`config.mk`:
```
export PLATFORM = sky130hd
export DESIGN_NAME = eager_fork_dataless
export DESIGN_NICKNAME = d
export VERILOG_FILES = /design/src/rtl/dataless_pkg.sv /design/src/rtl/eager_fork_register_block_dataless.sv /design/src/rtl/eager_fork_dataless.sv
export SDC_FILE = /design/constraint.sdc
export NUM_CORES = 1
export LEC_CHECK = 0
export ABC_CLOCK_PERIOD_IN_PS = 900
export BUFFER_PORTS_ARGS = -buffer_cell sky130_fd_sc_hd__buf_2
export CAP_MARGIN = 40
export CORE_AREA = 4 4 41 43
export DETAILED_ROUTE_END_ITERATION = 12
export DIE_AREA = 0 0 45 47
export PLACE_DENSITY = 0.37
export SYNTH_ARGS = -nofsm -noshare
export SYNTH_HDL_FRONTEND = slang
export SYNTH_SLANG_ARGS = --single-unit
```
`constraint.sdc`:
```
create_clock -name clk -period 0.9 [get_ports clk]
set_input_delay 0.18 -clock clk [delete_from_list [all_inputs] [get_ports clk]]
set_output_delay 0.18 -clock clk [all_outputs]
set_load 0.01 [all_outputs]
```
`src/rtl/dataless_pkg.sv`:
```
// Shared definitions for the dataless handshake blocks (fork / join / merge).
// Holds the pending-bit reset value, the handshake vector type and a mask helper.
package dataless_pkg;

   // Value loaded into a fork pending bit on reset and on re-arm.
   localparam logic FORK_PENDING_RESET = 1'b1;

   // Widest handshake vector any dataless block in this family supports.
   localparam int unsigned DATALESS_MAX_SIZE = 32;

   // Handshake vector type. Blocks use the low SIZE bits.
   typedef logic [DATALESS_MAX_SIZE-1:0] hs_vec_t;

   // Returns a mask with the low 'size' bits set. Reduction logic uses it
   // to tie off the unused upper lanes of an hs_vec_t.
   function automatic hs_vec_t hs_mask(input int unsigned size);
      hs_vec_t m;
      m = '0;
      for (int unsigned i = 0; i < DATALESS_MAX_SIZE; i++) begin
         m[i] = (i < size);
      end
      return m;
   endfunction

endpackage : dataless_pkg

```
`src/rtl/eager_fork_register_block_dataless.sv`:
```
// One lane of the dataless eager fork. It holds the "still owed" bit for one
// output, gates the shared token onto that output, and reports whether this
// lane can let the token go this cycle.
module eager_fork_register_block_dataless
   import dataless_pkg::*;
(
   input  logic clk,
   input  logic rst,            // synchronous, active-low
   input  logic ins_valid,      // shared upstream token valid
   input  logic outs_ready_i,   // this lane's consumer ready
   input  logic all_ready,      // fork-wide ins_ready (every lane ok)
   output logic outs_valid_i,   // this lane's token valid
   output logic ok_i            // lane has taken, or is taking, the token
);

   logic pending_q;
   logic pending_d;

   // Next pending: re-arm when the whole fork releases the token, clear when
   // this lane takes it alone, and hold while no token is present.
   always_comb begin
      pending_d = pending_q;
      if (ins_valid) begin
         if (all_ready) begin
            pending_d = FORK_PENDING_RESET;
         end else begin
            pending_d = pending_q & ~outs_ready_i;
         end
      end
   end

   // Pending register; an active-low reset re-arms the lane.
   always_ff @(posedge clk) begin
      if (!rst) begin
         pending_q <= FORK_PENDING_RESET;
      end else begin
         pending_q <= pending_d;
      end
   end

   // Lane outputs. Both are combinational so a ready consumer takes the
   // token with zero latency. ok_i ignores ins_valid on purpose, so
   // ins_ready never depends on ins_valid.
   always_comb begin
      outs_valid_i = ins_valid & pending_q;
      ok_i         = ~pending_q | outs_ready_i;
   end

endmodule : eager_fork_register_block_dataless

```
`src/rtl/eager_fork_dataless.sv`:
```
// Dataless eager fork. It copies one valid/ready token stream to SIZE
// consumers. Each consumer may take the token in a different cycle. The
// upstream token is released only once every consumer has taken it.
// Optional macro EAGER_FORK_PROTOCOL_CHECK_EN adds simulation-only protocol
// checks. The synthesised logic and port list are the same either way.
module eager_fork_dataless
   import dataless_pkg::*;
#(
   parameter int unsigned SIZE = 2
)
(
   input  logic            clk,
   input  logic            rst,         // synchronous, active-low
   input  logic            ins_valid,
   output logic            ins_ready,
   output logic [SIZE-1:0] outs_valid,
   input  logic [SIZE-1:0] outs_ready
);

   logic [SIZE-1:0] ok;
   hs_vec_t         ok_ext;

   genvar gi;

   // One pending-bit lane per output.
   generate
      for (gi = 0; gi < SIZE; gi++) begin : gen_lane
         eager_fork_register_block_dataless u_lane (
            .clk          (clk),
            .rst          (rst),
            .ins_valid    (ins_valid),
            .outs_ready_i (outs_ready[gi]),
            .all_ready    (ins_ready),
            .outs_valid_i (outs_valid[gi]),
            .ok_i         (ok[gi])
         );
      end
   endgenerate

   // The token can be released once every lane is ok. Unused upper lanes are
   // forced to 1 so they do not block the AND.
   always_comb begin
      ok_ext            = ~hs_mask(SIZE);
      ok_ext[SIZE-1:0]  = ok;
      ins_ready         = &ok_ext;
   end

`ifdef EAGER_FORK_PROTOCOL_CHECK_EN
   logic [SIZE-1:0] chk_pending;
   logic            chk_armed_q;
   logic            chk_stall_q;
   logic            chk_valid_q;
   logic [SIZE-1:0] chk_ov_q;
   logic [SIZE-1:0] chk_xfer_q;

   // Collect the lane pending bits for the checks below.
   generate
      for (gi = 0; gi < SIZE; gi++) begin : gen_chk_tap
         assign chk_pending[gi] = gen_lane[gi].u_lane.pending_q;
      end
   endgenerate

   // Check the upstream hold rule, that pending is never empty, and that no
   // output valid drops without a transfer.
   always_ff @(posedge clk) begin
      if (rst) begin
         if (chk_armed_q && chk_stall_q && !ins_valid) begin
            $error("%m: ins_valid dropped while the token was stalled");
         end
         if (chk_pending == '0) begin
            $error("%m: pending reached all zeros");
         end
         for (int i = 0; i < int'(SIZE); i++) begin
            if (chk_armed_q && chk_valid_q && ins_valid &&
                chk_ov_q[i] && !chk_xfer_q[i] && !outs_valid[i]) begin
               $error("%m: outs_valid[%0d] fell without a transfer", i);
            end
         end
      end
      chk_armed_q <= rst;
      chk_stall_q <= ins_valid & ~ins_ready;
      chk_valid_q <= ins_valid;
      chk_ov_q    <= outs_valid;
      chk_xfer_q  <= outs_valid & outs_ready;
   end
`endif

endmodule : eager_fork_dataless

```
## Word-level counts from Yosys, hierarchy flattened

Cells that the tools add are included.

| storage, ports and cells | value |
|---|---|
| output and inout bits | 3 |
| flip-flop bits (word level) | 2 |
| input bits | 5 |
| word-level logic and storage cells | 15 |

| cells by class | value |
|---|---|
| mux-type cells | 2 |
| reduce and logical (&&, ||, !) cells | 1 |
| bitwise gates (word level) | 10 |

Operators by type and width:

| cell | number |
|---|---|
| $and A1 B1 Y1 | 4 |
| $not A1 Y1 | 4 |
| $mux W1 | 2 |
| $or A1 B1 Y1 | 2 |
| $reduce_and A2 Y1 | 1 |

## Depth between registers and ports, before layout

Gate-level depths: netlist (run 1).

| depth | value |
|---|---|
| depth in word-level cells | 4 |
| mapped depth | 2 |
| gate-level depth less buffers | 2 |

## By module

From an unflattened synthesis (run 1), not the netlist that was laid out.

| second synthesis, totals | value |
|---|---|
| cells, all modules | 13 |
| area, all modules | 108.9 sq um |

By module, submodules not included:

| module | cells each | instances | area an instance (sq um) | sequential area each (sq um) |
|---|---|---|---|---|
| eager_fork_register_block_dataless | 6 | 2 | 51.3 | 20.0 |
| eager_fork_dataless | 1 | 1 | 6.3 | 0.0 |

## Worst setup path before layout (run 1)

Ideal clock, no wire load.

| timing path | value |
|---|---|
| kind | reg2out |
| start point | register gen_lane[1].u_lane.pending_q |
| end point | output ins_ready |
| data required time | 0.720 ns |
| data arrival time | 0.592 ns |
| setup slack | 0.128 ns |
| path buffers | 0 |
| cell stages (with the launch flop) | 3 |
| cell sequence | dfxtp_1 > nor2b_1 > nor2_1 |

| on the way | value |
|---|---|
| longest elaborated chain between the ends | 3 |

Ends and longest elaborated chain:

| what | RTL line | RTL |
|---|---|---|
| from (decl) | eager_fork_register_block_dataless.sv:16 | `logic pending_q;` |
| from (signal assigned) | eager_fork_register_block_dataless.sv:37 | `pending_q <= pending_d;` |
| $not A1 Y1 | eager_fork_register_block_dataless.sv:46 | `ok_i = ~pending_q \| outs_ready_i;` |
| $or A1 B1 Y1 | eager_fork_register_block_dataless.sv:46 |  |
| $reduce_and A2 Y1 | eager_fork_dataless.sv:45 | `ins_ready = &ok_ext;` |
| to (decl) | eager_fork_dataless.sv:15 | `output logic ins_ready,` |

No other way between the ends.

## Final worst setup path (run 1)

| timing path | value |
|---|---|
| start point | register gen_lane[0].u_lane.pending_q |
| end point | output ins_ready |

| on the way | value |
|---|---|
| longest elaborated chain between the ends | 3 |

Ends and longest elaborated chain:

| what | RTL line |
|---|---|
| from (decl) | eager_fork_register_block_dataless.sv:16 |
| from (signal assigned) | eager_fork_register_block_dataless.sv:37 |
| $not A1 Y1 | eager_fork_register_block_dataless.sv:46 |
| $or A1 B1 Y1 | eager_fork_register_block_dataless.sv:46 |
| $reduce_and A2 Y1 | eager_fork_dataless.sv:45 |

No other way between the ends.

==> flow_metrics.py, run 1 <==
metrics = {
    "hold_path": {
        "hold_path_end": "gen_lane[1].u_lane.pending_q",
        "whs_path_depth": 2,
        "hold_start": "rst",
        "hold_class": "primary input to register",
    },
    "place": {
        "portBuffers": 7,
        "post-place-ws_ns": 0.0160,
        "dp.cells": 34,
        "place.gp.congestion": 0.624,
    },
    "synth": {
        "synth_top_area_cell": "dfxtp_1",
        "synth_cell_types": 8,
        "synth_edf_count": 0,
        "synthTopCellsByArea": "dfxtp_1, a21bo_2, and2_2, buf_4, o211ai_1",
        "ys_ff_latch": 2,
        "syn_avg_cell_area_um2": 8.94,
        "synth_area_um2": 125,
        "synth_cells": 14,
        "yosysTopAreaCellShare_pct": 32.0,
        "ys_async_sr_fraction_pct": 0,
        "ys_seq_area_share_pct": 32.0,
        "ys_warn_count": 0,
        "synth_nets": 19,
        "yosys_most_used_dff": "dfxtp_1",
    },
    "setup_path": {
        "r2r_end": "gen_lane[1].u_lane.pending_q",
        "crit_arrival_ns": 0.87,
        "endpoint_kind": "output port",
        "cp-start-kind": "register",
        "crit_type": "register to output port",
        "crit_slowest_cell": "dfxtp_2",
        "critical_path.top_delay_family": "flip-flops",
        "path_cells": "nor2b_4, nor2_1, buf_2",
        "r2r_cells": 2,
        "cp.required_ns": 0.72,
        "max_stage_delay_ns": 0.31,
        "path_buf_inv": 1,
        "ff2ff_setup_slack_ns": 0.20,
        "critPathMaxFanout": 3,
        "worstReg2RegStart": "gen_lane[1].u_lane.pending_q",
    },
    "global_routing": {
        "grt-ovfl-total": 0,
        "grt_pass1_wl_um": 607,
        "grt_pass1_vias": 153,
        "antenna_found_initial": 0,
        "grt_use_total_pct": 4.73,
        "grt_max_degree": 6,
    },
    "routing": {
        "antenna_left": 0,
        "routed_wl_um": 365,
        "route.detailed.drc": 0,
        "first_iter_violations": 1,
        "vias": 123,
        "wl_met2_um": 143,
        "dr.pass1.iters": 2,
        "met3WireLength_um": 57,
        "m1WireLength_um": 163,
        "viasPerCell": 3.32,
        "dr.max_layer_used": "met3",
        "wire_per_inst_um": 9.86,
    },
    "sta": {
        "max_freq_mhz": 948,
        "setup_viol": 3,
        "slew_viol_final": 0,
        "finalSetupTns_ns": -0.327,
        "hold_viol": 0,
        "whs_ns": 0.179,
        "worst_slack_ns": -0.155,
        "skew_ns": 0.00231,
        "max_slew_margin_pct": 91.0,
        "period_needed_ns": 1.05,
        "rsz0062_at_grt": "true",
        "worst_slew_pin_slew_ns": 0.135,
        "finalCritPeriodShare_pct": 117,
    },
    "die": {
        "die_w_um": 45,
        "ioPinCount": 8,
        "core_area_um2": 1300,
        "rows": 13,
        "die_area_um2": 2120,
        "die_height_um": 47,
        "initial_core_util_pct": 9.62,
    },
    "power_and_ir_drop": {
        "ir_worst_vdd_v": 0.000259,
        "leakagePower_nw": 0.110,
        "p_per_area_nw_per_um2": 1730,
    },
    "finish": {
        "top_regs": "gen_lane.u_lane.pending_q (2)",
        "largest-register": "gen_lane.u_lane.pending_q",
        "largest_register_ffs": 2,
        "fin_nets": 29,
        "antennaDiodeCount": 0,
        "layout.cells.non_filler": 37,
        "drive_gt1_share_pct": 86.4,
        "area_growth_pct": 74.0,
        "fin_util_pct": 16.7,
        "n_fill_cell": 156,
    },
    "clock_tree": {
        "root_buffer": "clkbuf_4",
        "clkSinkCount": 2,
        "worstSkewPairLatency_ns": 0.22,
        "numCtsBuffers": 3,
        "htree_levels": 1,
        "cts_buffer_depth": 2,
        "clk_pin_slew_ns": 0.03,
        "cts_setup_buffers": 0,
        "tritoncts": "done",
    },
    "run_status": {
        "violations": "setup timing",
        "outcome": "complete, but fails checks",
    },
    "job": {
        "maxCapViolations": 0,
    },
}
repair_timing:
item                       in CTS  in global routing
setup endpoints to repair       3                  3
gates resized for setup         8                  1
pin swaps                       1                  0
hold buffers                    0                  0
worst max path at each step:
stage	slack [ns]	to	cells after the start	startpoint
floorplan	0.13	ins_ready	2	gen_lane[1].u_lane.pending_q
global placement	0.05	ins_ready	3	gen_lane[1].u_lane.pending_q
detailed placement	0.02	ins_ready	3	gen_lane[1].u_lane.pending_q
CTS	-0.17	ins_ready	3	gen_lane[0].u_lane.pending_q
global route	-0.20	ins_ready	3	gen_lane[0].u_lane.pending_q
finish	-0.15	ins_ready	3	gen_lane[0].u_lane.pending_q
logic make-up (layout without fill, tap and decap cells):
group / after synthesis / in the layout / share of synthesized area [%]
compound gates: 4 / 4 / 28.0
simple gates: 5 / 5 / 25.0
buf+inv: 3 / 11 / 15.0
flops: 2 / 2 / 32.0
metrics by stage:
stage               area [um^2]  power [mW]
floorplan                   125       0.138
global placement            164       0.154
detailed placement          164       0.157
CTS                         216       0.384
global route                218       0.391
finish                      218       0.376
worst register-to-register path: stages (launching register included):
cell,delay (ns)
dfxtp_2,0.32
a21bo_2,0.22
o211ai_1,0.08
metal layers:
metal	up-vias	global-route usage, %
met5	-	0
met4	0	7.02
met3	0	2.68
met2	8	6.21
met1	54	4.30
li1	61	-
power breakdown:
part | total (mW) | switching, mW | internal, mW
Combinational | 0.0781 | 0.0313 | 0.0469
Clock | 0.199 | 0.0516 | 0.147
Sequential | 0.0988 | 0.00317 | 0.0957
placed cells by master, fill, tap and decap left out:
cell and instances:
a21bo_2 2, dfxtp_2 2, inv_2 1, and2_2 1, buf_2 5, and2_4 1
nor2b_4 2, clkbuf_4 3, o211ai_1 2, nor2_1 1, buf_6 2
layout make-up:
cell class                 instances  area (um^2)  share of cell area, %
tap                               15         18.8                   8.62
clock buffer                       3         22.5                   10.3
multi-input combinational          9         82.6                   37.9
sequential                         2         42.5                   19.5
inverter                           1         3.75                   1.72
timing repair buffer               7         47.5                   21.8
No activity file was read; power rests on OpenSTA's default activity.
==> run 2: changes to the inputs <==
--- a/config.mk
+++ b/config.mk
@@ -5,7 +5,7 @@
 export SDC_FILE = /design/constraint.sdc
 export NUM_CORES = 1
 export LEC_CHECK = 0
-export ABC_CLOCK_PERIOD_IN_PS = 900
+export ABC_CLOCK_PERIOD_IN_PS = 1200
 export BUFFER_PORTS_ARGS = -buffer_cell sky130_fd_sc_hd__buf_2
 export CAP_MARGIN = 40
 export CORE_AREA = 4 4 41 43
==> constraint.sdc (replaced) <==
create_clock -name clk -period 1.2 [get_ports clk]
set_input_delay 0.24 -clock clk [delete_from_list [all_inputs] [get_ports clk]]
set_output_delay 0.24 -clock clk [all_outputs]
set_load 0.01 [all_outputs]
==> flow_metrics.py, run 2 (same netlist as run 1, synthesis figures left out) <==
metrics = {
    "place": {
        "place.gp.congestion": 0.624,
        "portBuffers": 7,
        "dp_hpwl_um": 272,
        "dp.cells": 34,
    },
    "power_and_ir_drop": {
        "p_per_area_nw_per_um2": 1350,
        "leakagePower_nw": 0.106,
        "ir_worst_vdd_v": 0.000193,
    },
    "finish": {
        "largest-register": "gen_lane.u_lane.pending_q",
        "antennaDiodeCount": 0,
        "final_cell_mix": "buf_2, clkbuf_4",
        "largest_register_ffs": 2,
        "layout.cells.non_filler": 37,
        "top_regs": "gen_lane.u_lane.pending_q (2)",
        "final_common_cell": "buf_2",
        "area_growth_pct": 61.0,
        "drive_gt1_share_pct": 77.3,
        "fin_nets": 29,
    },
    "setup_path": {
        "cp-start-kind": "register",
        "r2r_cells": 2,
        "critPathMaxFanout": 3,
        "ff2ff_setup_slack_ns": 0.49,
        "cp-startpoint": "gen_lane[0].u_lane.pending_q",
        "r2r_end": "gen_lane[1].u_lane.pending_q",
        "critPathCapture": "ins_ready",
        "crit_type": "register to output port",
        "cp.required_ns": 0.96,
        "worstReg2RegStart": "gen_lane[1].u_lane.pending_q",
        "endpoint_kind": "output port",
        "crit_arrival_ns": 0.90,
    },
    "die": {
        "die_area_um2": 2120,
        "initial_core_util_pct": 9.62,
        "die_height_um": 47,
        "ioPinCount": 8,
        "die_w_um": 45,
        "rows": 13,
        "core_area_um2": 1300,
    },
    "sta": {
        "finalSetupTns_ns": 0,
        "slew_viol_final": 0,
        "worst_slew_pin_slew_ns": 0.135,
        "whs_ns": 0.232,
        "hold_viol": 0,
        "finalCritPeriodShare_pct": 94.9,
        "period_needed_ns": 1.14,
        "max_freq_mhz": 878,
        "setup_viol": 0,
        "rsz0062_at_grt": "false",
        "max_slew_margin_pct": 90.9,
        "skew_ns": 0.00215,
    },
    "clock_tree": {
        "cts_buffer_depth": 2,
        "worstSkewPairLatency_ns": 0.22,
        "clkSinkCount": 2,
        "htree_levels": 1,
        "clk_pin_slew_ns": 0.03,
        "ctsHoldBuffers": 0,
        "tritoncts": "done",
        "root_buffer": "clkbuf_4",
        "numCtsBuffers": 3,
    },
    "routing": {
        "route.detailed.drc": 0,
        "met3WireLength_um": 69,
        "viasPerCell": 3.41,
        "wl_met2_um": 130,
        "antenna_left": 0,
        "m1WireLength_um": 159,
        "dr.max_layer_used": "met4",
        "vias": 126,
        "wire_per_inst_um": 9.81,
        "first_iter_violations": 0,
        "dr.pass1.iters": 1,
        "routed_wl_um": 363,
    },
    "global_routing": {
        "grt_use_total_pct": 4.57,
        "grt_pass1_vias": 156,
        "grt_pass1_wl_um": 593,
        "antenna_found_initial": 0,
        "grt_max_degree": 6,
        "grt-ovfl-total": 0,
    },
    "hold_path": {
        "hold_class": "primary input to register",
    },
    "job": {
        "maxCapViolations": 0,
    },
    "run_status": {
        "outcome": "complete, no violations",
    },
}
## run 2: timing repair
item / CTS / global route
pin swaps: 0 / 1
resized for setup: 1 / 3
setup endpoints to repair: 1 / 1
setup buffers: 0 / 0
gates cloned: 0 / 0
## run 2: metal layers
| layer | track usage [%] | vias to the layer above |
|---|---|---|
| li1 | - | 61 |
| met1 | 3.85 | 55 |
| met2 | 5.65 | 8 |
| met3 | 3.45 | 2 |
| met4 | 7.02 | 0 |
| met5 | 0 | - |
## run 2: power breakdown
part	leakage (nW)	internal [mW]	switching [mW]
Sequential	0.0165	0.0710	0.00218
Clock	0.0138	0.110	0.0373
Combinational	0.0753	0.0282	0.0223
## run 2: final cells by class
class	instances	area (um^2)
fill	161	1100
inverter	1	3.75
sequential	2	40.0
multi-input combinational	9	81.3
tap	15	18.8
timing repair buffer	7	35.0
clock buffer	3	22.5
## run 2: critical path: stages, from the launching register on
cell and delay, ns:
dfxtp_1 0.30, nor2b_4 0.12, nor2_1 0.11, buf_2 0.14
## run 2: worst min path at each step
stage | startpoint | end | cells past startpoint
5_1_grt | rst | gen_lane[0].u_lane.pending_q | 2
4_1_cts | rst | gen_lane[0].u_lane.pending_q | 2
3_5_place_dp | rst | gen_lane[1].u_lane.pending_q | 2
3_3_place_gp | rst | gen_lane[0].u_lane.pending_q | 2
2_1_floorplan | rst | gen_lane[0].u_lane.pending_q | 1
6_report | rst | gen_lane[0].u_lane.pending_q | 2
## run 2: per-stage QoR
stage / total power, mW / area (um^2) / setup slack [ns] / utilization, %
3_3_place_gp: 0.115 / 164 / 0.277 / 12.6
2_1_floorplan: 0.104 / 125 / 0.368 / -
4_1_cts: 0.273 / 189 / 0.0178 / 14.5
6_report: 0.271 / 201 / 0.0613 / 15.5
3_5_place_dp: 0.118 / 164 / 0.223 / 12.6
5_1_grt: 0.284 / 201 / 0.00420 / 15.5
